[src/rtl/rvfi_imem_pkg.sv]
// Shared definitions for the RVFI instruction-memory responder.
//   LATENCY_MIN/LATENCY_MAX : legal range of the response latency parameter
//   PARCEL_W / INSN_W       : widths of one instruction parcel and one fetched word
//   AGE_W                   : width of a per-entry age counter (covers LATENCY_MAX)
//   fetch_word_t            : captured response payload (insn, err); the top pairs it
//                             with the XLEN-wide request address to form a queue entry
package rvfi_imem_pkg;

    localparam int unsigned LATENCY_MIN = 1;
    localparam int unsigned LATENCY_MAX = 4;
    localparam int unsigned PARCEL_W    = 16;
    localparam int unsigned INSN_W      = 32;
    localparam int unsigned AGE_W       = $clog2(LATENCY_MAX + 1);

    typedef struct packed {
        logic [INSN_W-1:0] insn;
        logic              err;
    } fetch_word_t;

    // Substitute the constrained parcel when the address matches, else use fill data.
    function automatic logic [PARCEL_W-1:0] pick_parcel(input logic                hit,
                                                        input logic [PARCEL_W-1:0] imem_data,
                                                        input logic [PARCEL_W-1:0] fill);
        return hit ? imem_data : fill;
    endfunction

endpackage

[src/rtl/rvfi_imem_responder_if.sv]
// Fetch request/response bus between a core (master) and the responder (slave).
//   req_valid/req_ready/req_addr          : fetch request handshake
//   rsp_valid/rsp_ready                   : response handshake
//   rsp_addr/rsp_insn/rsp_err             : response payload (0 while rsp_valid is low)
interface rvfi_imem_responder_if #(
    parameter int unsigned XLEN = 32
) ();
    import rvfi_imem_pkg::*;

    logic                req_valid;
    logic                req_ready;
    logic [XLEN-1:0]     req_addr;
    logic                rsp_valid;
    logic                rsp_ready;
    logic [XLEN-1:0]     rsp_addr;
    logic [INSN_W-1:0]   rsp_insn;
    logic                rsp_err;

    modport master (
        output req_valid, req_addr, rsp_ready,
        input  req_ready, rsp_valid, rsp_addr, rsp_insn, rsp_err
    );

    modport slave (
        input  req_valid, req_addr, rsp_ready,
        output req_ready, rsp_valid, rsp_addr, rsp_insn, rsp_err
    );

endinterface

[src/rtl/rvfi_imem_fifo.sv]
// In-order queue of DEPTH entries, each carrying an age counter.
//   clk, resetn      : clock, asynchronous active-low reset
//   push, push_data  : enqueue request (ignored while full)
//   full             : DEPTH entries outstanding
//   pop              : dequeue the head (ignored unless head_valid)
//   head_valid       : head present and its age has reached LATENCY
//   head_data        : head payload
module rvfi_imem_fifo
    import rvfi_imem_pkg::*;
#(
    parameter int unsigned WIDTH   = 65,
    parameter int unsigned DEPTH   = 4,
    parameter int unsigned LATENCY = 2
) (
    input  logic             clk,
    input  logic             resetn,
    input  logic             push,
    input  logic [WIDTH-1:0] push_data,
    output logic             full,
    input  logic             pop,
    output logic             head_valid,
    output logic [WIDTH-1:0] head_data
);

    localparam int unsigned PTR_W = $clog2(DEPTH);
    localparam int unsigned CNT_W = PTR_W + 1;

    logic [WIDTH-1:0] mem [DEPTH];
    logic [AGE_W-1:0] age_q [DEPTH];
    logic [PTR_W-1:0] wr_ptr_q;
    logic [PTR_W-1:0] rd_ptr_q;
    logic [CNT_W-1:0] cnt_q;
    logic             do_push;
    logic             do_pop;

    assign full       = (cnt_q == CNT_W'(DEPTH));
    assign head_valid = (cnt_q != '0) && (age_q[rd_ptr_q] == AGE_W'(LATENCY));
    assign head_data  = mem[rd_ptr_q];
    assign do_push    = push && !full;
    assign do_pop     = pop && head_valid;

    always_ff @(posedge clk or negedge resetn) begin
        if (!resetn) begin
            wr_ptr_q <= '0;
            rd_ptr_q <= '0;
            cnt_q    <= '0;
        end else begin
            if (do_push) wr_ptr_q <= wr_ptr_q + 1'b1;
            if (do_pop)  rd_ptr_q <= rd_ptr_q + 1'b1;
            case ({do_push, do_pop})
                2'b10:   cnt_q <= cnt_q + 1'b1;
                2'b01:   cnt_q <= cnt_q - 1'b1;
                default: cnt_q <= cnt_q;
            endcase
        end
    end

    // Ages of empty slots tick too; harmless since a push restarts the slot at 0.
    always_ff @(posedge clk or negedge resetn) begin
        if (!resetn) begin
            for (int unsigned i = 0; i < DEPTH; i++) age_q[i] <= '0;
        end else begin
            for (int unsigned i = 0; i < DEPTH; i++) begin
                if (do_push && (wr_ptr_q == PTR_W'(i))) begin
                    age_q[i] <= '0;
                end else if (age_q[i] != AGE_W'(LATENCY)) begin
                    age_q[i] <= age_q[i] + 1'b1;
                end
            end
        end
    end

    // Payload storage needs no reset: it is only observed behind head_valid.
    always_ff @(posedge clk) begin
        if (do_push) mem[wr_ptr_q] <= push_data;
    end

endmodule

[src/rtl/rvfi_imem_responder.sv]
// Formal-style instruction-memory responder: answers fetches after LATENCY cycles, in order,
// substituting the constrained parcel (imem_addr/imem_data) and filling all other parcels
// from free_data.
//   clk, resetn          : clock, asynchronous active-low reset
//   imem_addr, imem_data : constrained parcel address (bit 0 always 0) and its value
//   free_data            : fill data for every unconstrained parcel
//   bus (slave)          : request/response handshake and response payload
module rvfi_imem_responder
    import rvfi_imem_pkg::*;
#(
    parameter int unsigned XLEN    = 32,
    parameter int unsigned LATENCY = 2,
    parameter int unsigned DEPTH   = 4
) (
    input  logic                clk,
    input  logic                resetn,
    input  logic [XLEN-1:0]     imem_addr,
    input  logic [PARCEL_W-1:0] imem_data,
    input  logic [INSN_W-1:0]   free_data,
    rvfi_imem_responder_if.slave bus
);

    if (LATENCY < LATENCY_MIN || LATENCY > LATENCY_MAX) begin : g_bad_latency
        $error("LATENCY out of range");
    end
    if (DEPTH < 2 || (DEPTH & (DEPTH - 1)) != 0) begin : g_bad_depth
        $error("DEPTH must be a power of two >= 2");
    end

    typedef struct packed {
        logic [XLEN-1:0] addr;
        fetch_word_t     word;
    } rsp_entry_t;

    logic            ready_en_q;
    logic            fifo_full;
    logic            head_valid;
    logic            accept;
    logic [XLEN-1:0] addr_plus2;
    logic            misaligned;
    logic            lo_hit;
    logic            hi_hit;
    rsp_entry_t      new_entry;
    rsp_entry_t      head;

    // Holds req_ready low until the first clock edge after reset release.
    always_ff @(posedge clk or negedge resetn) begin
        if (!resetn) ready_en_q <= 1'b0;
        else         ready_en_q <= 1'b1;
    end

    assign bus.req_ready = ready_en_q && !fifo_full;
    assign accept        = bus.req_valid && bus.req_ready;

    always_comb begin
        // Wraps modulo 2^XLEN so the upper parcel of the last halfword hits address 0.
        addr_plus2          = bus.req_addr + XLEN'(2);
        misaligned          = bus.req_addr[0];
        lo_hit              = !misaligned && (bus.req_addr == imem_addr);
        hi_hit              = !misaligned && (addr_plus2 == imem_addr);
        new_entry.addr      = bus.req_addr;
        new_entry.word.err  = misaligned;
        new_entry.word.insn = {pick_parcel(hi_hit, imem_data, free_data[31:16]),
                               pick_parcel(lo_hit, imem_data, free_data[15:0])};
    end

    rvfi_imem_fifo #(
        .WIDTH   ($bits(rsp_entry_t)),
        .DEPTH   (DEPTH),
        .LATENCY (LATENCY)
    ) u_fifo (
        .clk        (clk),
        .resetn     (resetn),
        .push       (accept),
        .push_data  (new_entry),
        .full       (fifo_full),
        .pop        (bus.rsp_ready),
        .head_valid (head_valid),
        .head_data  (head)
    );

    assign bus.rsp_valid = head_valid;
    assign bus.rsp_addr  = head_valid ? head.addr      : '0;
    assign bus.rsp_insn  = head_valid ? head.word.insn : '0;
    assign bus.rsp_err   = head_valid ? head.word.err  : 1'b0;

endmodule

[src/flat_wrapper.sv]
// flat-port wrapper written by rule: the top's interface ports become plain ports
module rvfi_imem_responder_flat import rvfi_imem_pkg::*;
#(
    parameter int unsigned XLEN    = 32,
    parameter int unsigned LATENCY = 2,
    parameter int unsigned DEPTH   = 4
)
  (clk, resetn, imem_addr, imem_data, free_data, bus_req_valid, bus_req_addr, bus_rsp_ready, bus_req_ready, bus_rsp_valid, bus_rsp_addr, bus_rsp_insn, bus_rsp_err);
  rvfi_imem_responder_if #(.XLEN(XLEN)) bus_i ();
  input  logic clk;
  input  logic resetn;
  input  logic [XLEN-1:0] imem_addr;
  input  logic [PARCEL_W-1:0] imem_data;
  input  logic [INSN_W-1:0] free_data;
  input wire logic [$bits(bus_i.req_valid)-1:0] bus_req_valid;
  input wire logic [$bits(bus_i.req_addr)-1:0] bus_req_addr;
  input wire logic [$bits(bus_i.rsp_ready)-1:0] bus_rsp_ready;
  output wire logic [$bits(bus_i.req_ready)-1:0] bus_req_ready;
  output wire logic [$bits(bus_i.rsp_valid)-1:0] bus_rsp_valid;
  output wire logic [$bits(bus_i.rsp_addr)-1:0] bus_rsp_addr;
  output wire logic [$bits(bus_i.rsp_insn)-1:0] bus_rsp_insn;
  output wire logic [$bits(bus_i.rsp_err)-1:0] bus_rsp_err;
  assign bus_i.req_valid = bus_req_valid;
  assign bus_i.req_addr = bus_req_addr;
  assign bus_i.rsp_ready = bus_rsp_ready;
  assign bus_req_ready = bus_i.req_ready;
  assign bus_rsp_valid = bus_i.rsp_valid;
  assign bus_rsp_addr = bus_i.rsp_addr;
  assign bus_rsp_insn = bus_i.rsp_insn;
  assign bus_rsp_err = bus_i.rsp_err;
  rvfi_imem_responder #(.XLEN(XLEN), .LATENCY(LATENCY), .DEPTH(DEPTH)) u_core (.clk(clk), .resetn(resetn), .imem_addr(imem_addr), .imem_data(imem_data), .free_data(free_data), .bus(bus_i));
endmodule
[config.mk]
export PLATFORM = sky130hd
export DESIGN_NAME = rvfi_imem_responder_flat
export DESIGN_NICKNAME = d
export VERILOG_FILES = /design/src/rtl/rvfi_imem_pkg.sv /design/src/rtl/rvfi_imem_responder_if.sv /design/src/rtl/rvfi_imem_fifo.sv /design/src/rtl/rvfi_imem_responder.sv /design/src/flat_wrapper.sv
export SDC_FILE = /design/constraint.sdc
export NUM_CORES = 1
export LEC_CHECK = 0
export CORE_MARGIN = 2
export CORE_UTILIZATION = 40
export CTS_CLUSTER_DIAMETER = 80
export DETAILED_ROUTE_END_ITERATION = 10
export SLEW_MARGIN = 30
export SYNTH_ARGS = -nofsm -noshare
export SYNTH_HDL_FRONTEND = slang
export SYNTH_SLANG_ARGS = --single-unit
[constraint.sdc]
create_clock -name clk -period 3.5 [get_ports clk]
set_clock_uncertainty 0.15 [all_clocks]
set_input_delay 0.7 -clock clk [delete_from_list [all_inputs] [get_ports clk]]
set_output_delay 0.7 -clock clk [all_outputs]
set_load 0.05 [all_outputs]
==> impl_metrics.json <==
{
  "status": "finished with violations",
  "failed_checks": "setup timing",
  "grt_overflow_total": 0,
  "ys.warnings.count": 0,
  "synthesis.nets": 863,
  "yosys.area_share.adder_pct": 1.56,
  "synth-simple-area-share_pct": 9.57,
  "setup_viol": 44,
  "cp-end-kind": "primary output",
  "vias": 7672,
  "finalCritPeriodShare_pct": 103,
  "multi_input_area_sq_um": 4640,
  "die_area_sq_um": 32700,
  "slew_viol_final": 0,
  "layout.nets": 1160,
  "die_h_microns": 181,
  "synth-compound-area-share_pct": 2.99,
  "ant_nets": 0,
  "critPathKind": "reg2out",
  "clock_sinks": 276,
  "cp.required_ns": 2.65,
  "root_buffer": "clkbuf_16",
  "startpoint_type": "flop",
  "fin_crit_ns": 3.59,
  "synth_common_cells": "edfxtp_1, nor2b_1, mux4_2",
  "numCtsBuffers": 30,
  "reg2regPathDepth": 12,
  "setup_ws_ns": -0.0909,
  "port_buffers": 182,
  "path_clk_slew_ns": 0.06,
  "p_leak_nw": 6.51,
  "drive_gt1_share_pct": 39.0,
  "yosysSeqAreaShare_pct": 65.5,
  "fill_cells": 2336,
  "async_flop_share_pct": 7.25,
  "grt_pass1_wl_microns": 48200,
  "die_w_microns": 181,
  "switching_share_pct": 36.1,
  "max-vdd-ir-drop_mv": 0.577,
  "r2r_setup_slack_ns": 0.12,
  "power.internal_mw": 10.0,
  "pre_cts_slack_ns": -0.560,
  "startpoint": "u_core.u_fifo.rd_ptr_q[0]",
  "grt_pass1_vias": 8151,
  "synthFlopType": "edfxtp_1",
  "dr.pass1.iters": 5,
  "num_rows": 64,
  "synth_top_area_share_pct": 61.5,
  "hp-class": "in2async",
  "worst_pin_slew_ns": 0.545,
  "rsz0062_at_grt": "true",
  "finalHoldViolCount": 0,
  "first_iter_violations": 542,
  "synth_edf_count": 256,
  "dp_hpwl_microns": 20000,
  "regArea_sq_um": 8190,
  "syn-instance-count": 732,
  "synth_area_leaders": "edfxtp_1, mux4_2, dfrtp_1, nor2b_1, xnor2_1",
  "synth_cell_types": 67,
  "slew_headroom_pct": 63.6,
  "cts_tree": "built",
  "dpl-instance-area_sq_um": 16200,
  "grt_max_degree": 68,
  "r2r-start": "u_core.u_fifo.rd_ptr_q[0]",
  "syn_area_per_cell_sq_um": 17.1,
  "syn-cell-area_sq_um": 12500,
  "tns_ns": -1.54,
  "wl_per_cell_microns": 21.9,
  "ys_ff_latch": 276,
  "viasPerCell": 5.29,
  "synth-xor-area-share_pct": 3.51,
  "utilization_pct": 58.8,
  "clk_path_buf_depth": 3,
  "pwr-share-seq_pct": 27.1,
  "arrival_ns": 2.74,
  "path_max_fanout": 6,
  "antenna_found_initial": 0,
  "synth_top_family_by_area": "multiplexers",
  "grt_usage_pct": 19.2,
  "synthMostInstantiatedCell": "edfxtp_1",
  "syn_to_final_growth_pct": 44.4,
  "clkPwrFrac_pct": 19.7,
  "drt_wl_total_microns": 31700,
  "start_util_pct": 40.7,
  "final_cell_area_sq_um": 18000,
  "cap_violations": 0,
  "p_switching_mw": 5.67,
  "core_area_sq_um": 30700,
  "antennaDiodeCount": 0,
  "gp_congestion": 0.909,
  "synth.mux.area_fraction_pct": 15.2,
  "pin_count": 183,
  "drc": 0,
  "p_comb_share_pct": 53.2,
  "dp_cells": 1379,
  "clk_latency_ns": 0.56,
  "stdcell_count": 1449,
  "fmax_mhz": 278,
  "htreeDepth": 1,
  "yosys.area.top_type": "edfxtp_1",
  "powerDensity_nw_per_um2": 871
}
[layer usage]
| layer | wire length, microns | GRT usage [%] | vias to the layer above |
|---|---|---|---|
| met4 | 549 | 4.03 | 0 |
| met1 | 14300 | 27.0 | 3898 |
| met3 | 1520 | 3.00 | 43 |
| li1 | - | - | 3488 |
| met5 | 0 | 0 | - |
| met2 | 15300 | 31.7 | 243 |
[power groups by stage]
stage / Sequential, mW / Combinational (mW) / Clock (mW)
3_5_place_dp: 4.32 / 6.89 / 0
5_1_grt: 4.30 / 8.74 / 3.30
2_1_floorplan: 4.25 / 3.79 / 0
4_1_cts: 4.25 / 8.17 / 3.16
3_3_place_gp: 4.30 / 6.89 / 0
6_report: 4.26 / 8.35 / 3.09
[worst paths after layout]
kind / end
worst max register to register: u_core.u_fifo.cnt_q[2]
max in group asynchronous: u_core.u_fifo.age_q[8]
worst max-delay path: bus_rsp_err
min in group clk: u_core.u_fifo.cnt_q[2]
worst min register to register: u_core.u_fifo.cnt_q[2]
worst min-delay path: u_core.u_fifo.wr_ptr_q[0]
[state kept, by name, indices dropped and copies added (netlist names)]
register                count
u_core.ready_en_q           1
u_core.u_fifo.age_q        12
u_core.u_fifo.cnt_q         3
u_core.u_fifo.mem         256
u_core.u_fifo.rd_ptr_q      2
u_core.u_fifo.wr_ptr_q      2
[per-stage QoR]
step / hold WS (ns) / total power [mW]
after floorplan: 0.254 / 8.04
after global placement: 0.333 / 11.2
after detailed placement: 0.339 / 11.2
after CTS: 0.341 / 15.6
after global routing: 0.365 / 16.3
final: 0.347 / 15.7
[cell families (layout without fill, tap and decap cells)]
group,count (synthesis),after routing
adders and majority gates,15,15
xor gates and xnor gates,50,50
other,1,1
muxes,102,102
and+or+nand+nor,191,191
DFF,276,276
AOI/OAI and AO/OA,48,48
buffers and inverters,49,370
[area by class of cell]
| class | instances | area share [%] |
|---|---|---|
| clock buffers | 40 | 4.48 |
| flip-flops and latches | 276 | 45.4 |
| inverters | 19 | 0.395 |
| repair buffers | 295 | 20.2 |
| multi-input cells | 407 | 25.7 |
| clock inverters | 16 | 1.01 |
| well taps | 396 | 2.75 |
[worst max-delay path, cell delays in order, from the launching register on]
cell     delay [ns]
dfrtp_4        0.50
or4b_4         0.49
a311o_2        0.47
buf_12         0.17
buf_16         0.15
nor2b_4        0.22
buf_12         0.17
[timing repair]
item | CTS | global route
gates resized for setup | 122 | 28
hold buffers | 0 | 0
setup buffers | 7 | 1
cloned | 4 | 3
endpoints found under the setup margin | 65 | 131
pin swaps | 1 | 7
[cells in the final DEF, fill, tap and decap left out, types with 8 or more instances in the layout]
| cell type | count |
|---|---|
| nand2b_1 | 8 |
| nor3_1 | 9 |
| edfxtp_1 | 256 |
| a21oi_1 | 8 |
| nand2_1 | 18 |
| dfrtp_1 | 18 |
| nor2b_4 | 64 |
| nand3_1 | 10 |
| mux4_2 | 64 |
| xnor2_1 | 36 |
| mux2_2 | 23 |
| xor2_1 | 14 |
| buf_12 | 75 |
| buf_4 | 90 |
| clkdlybuf4s50_1 | 114 |
| ha_1 | 13 |
| inv_1 | 18 |
| nor4_1 | 8 |
| clkbuf_1 | 8 |
| nor2_1 | 26 |
| mux2_4 | 10 |
| clkbuf_16 | 32 |
| nand4_1 | 11 |
Power figures use the tool's default switching activity.
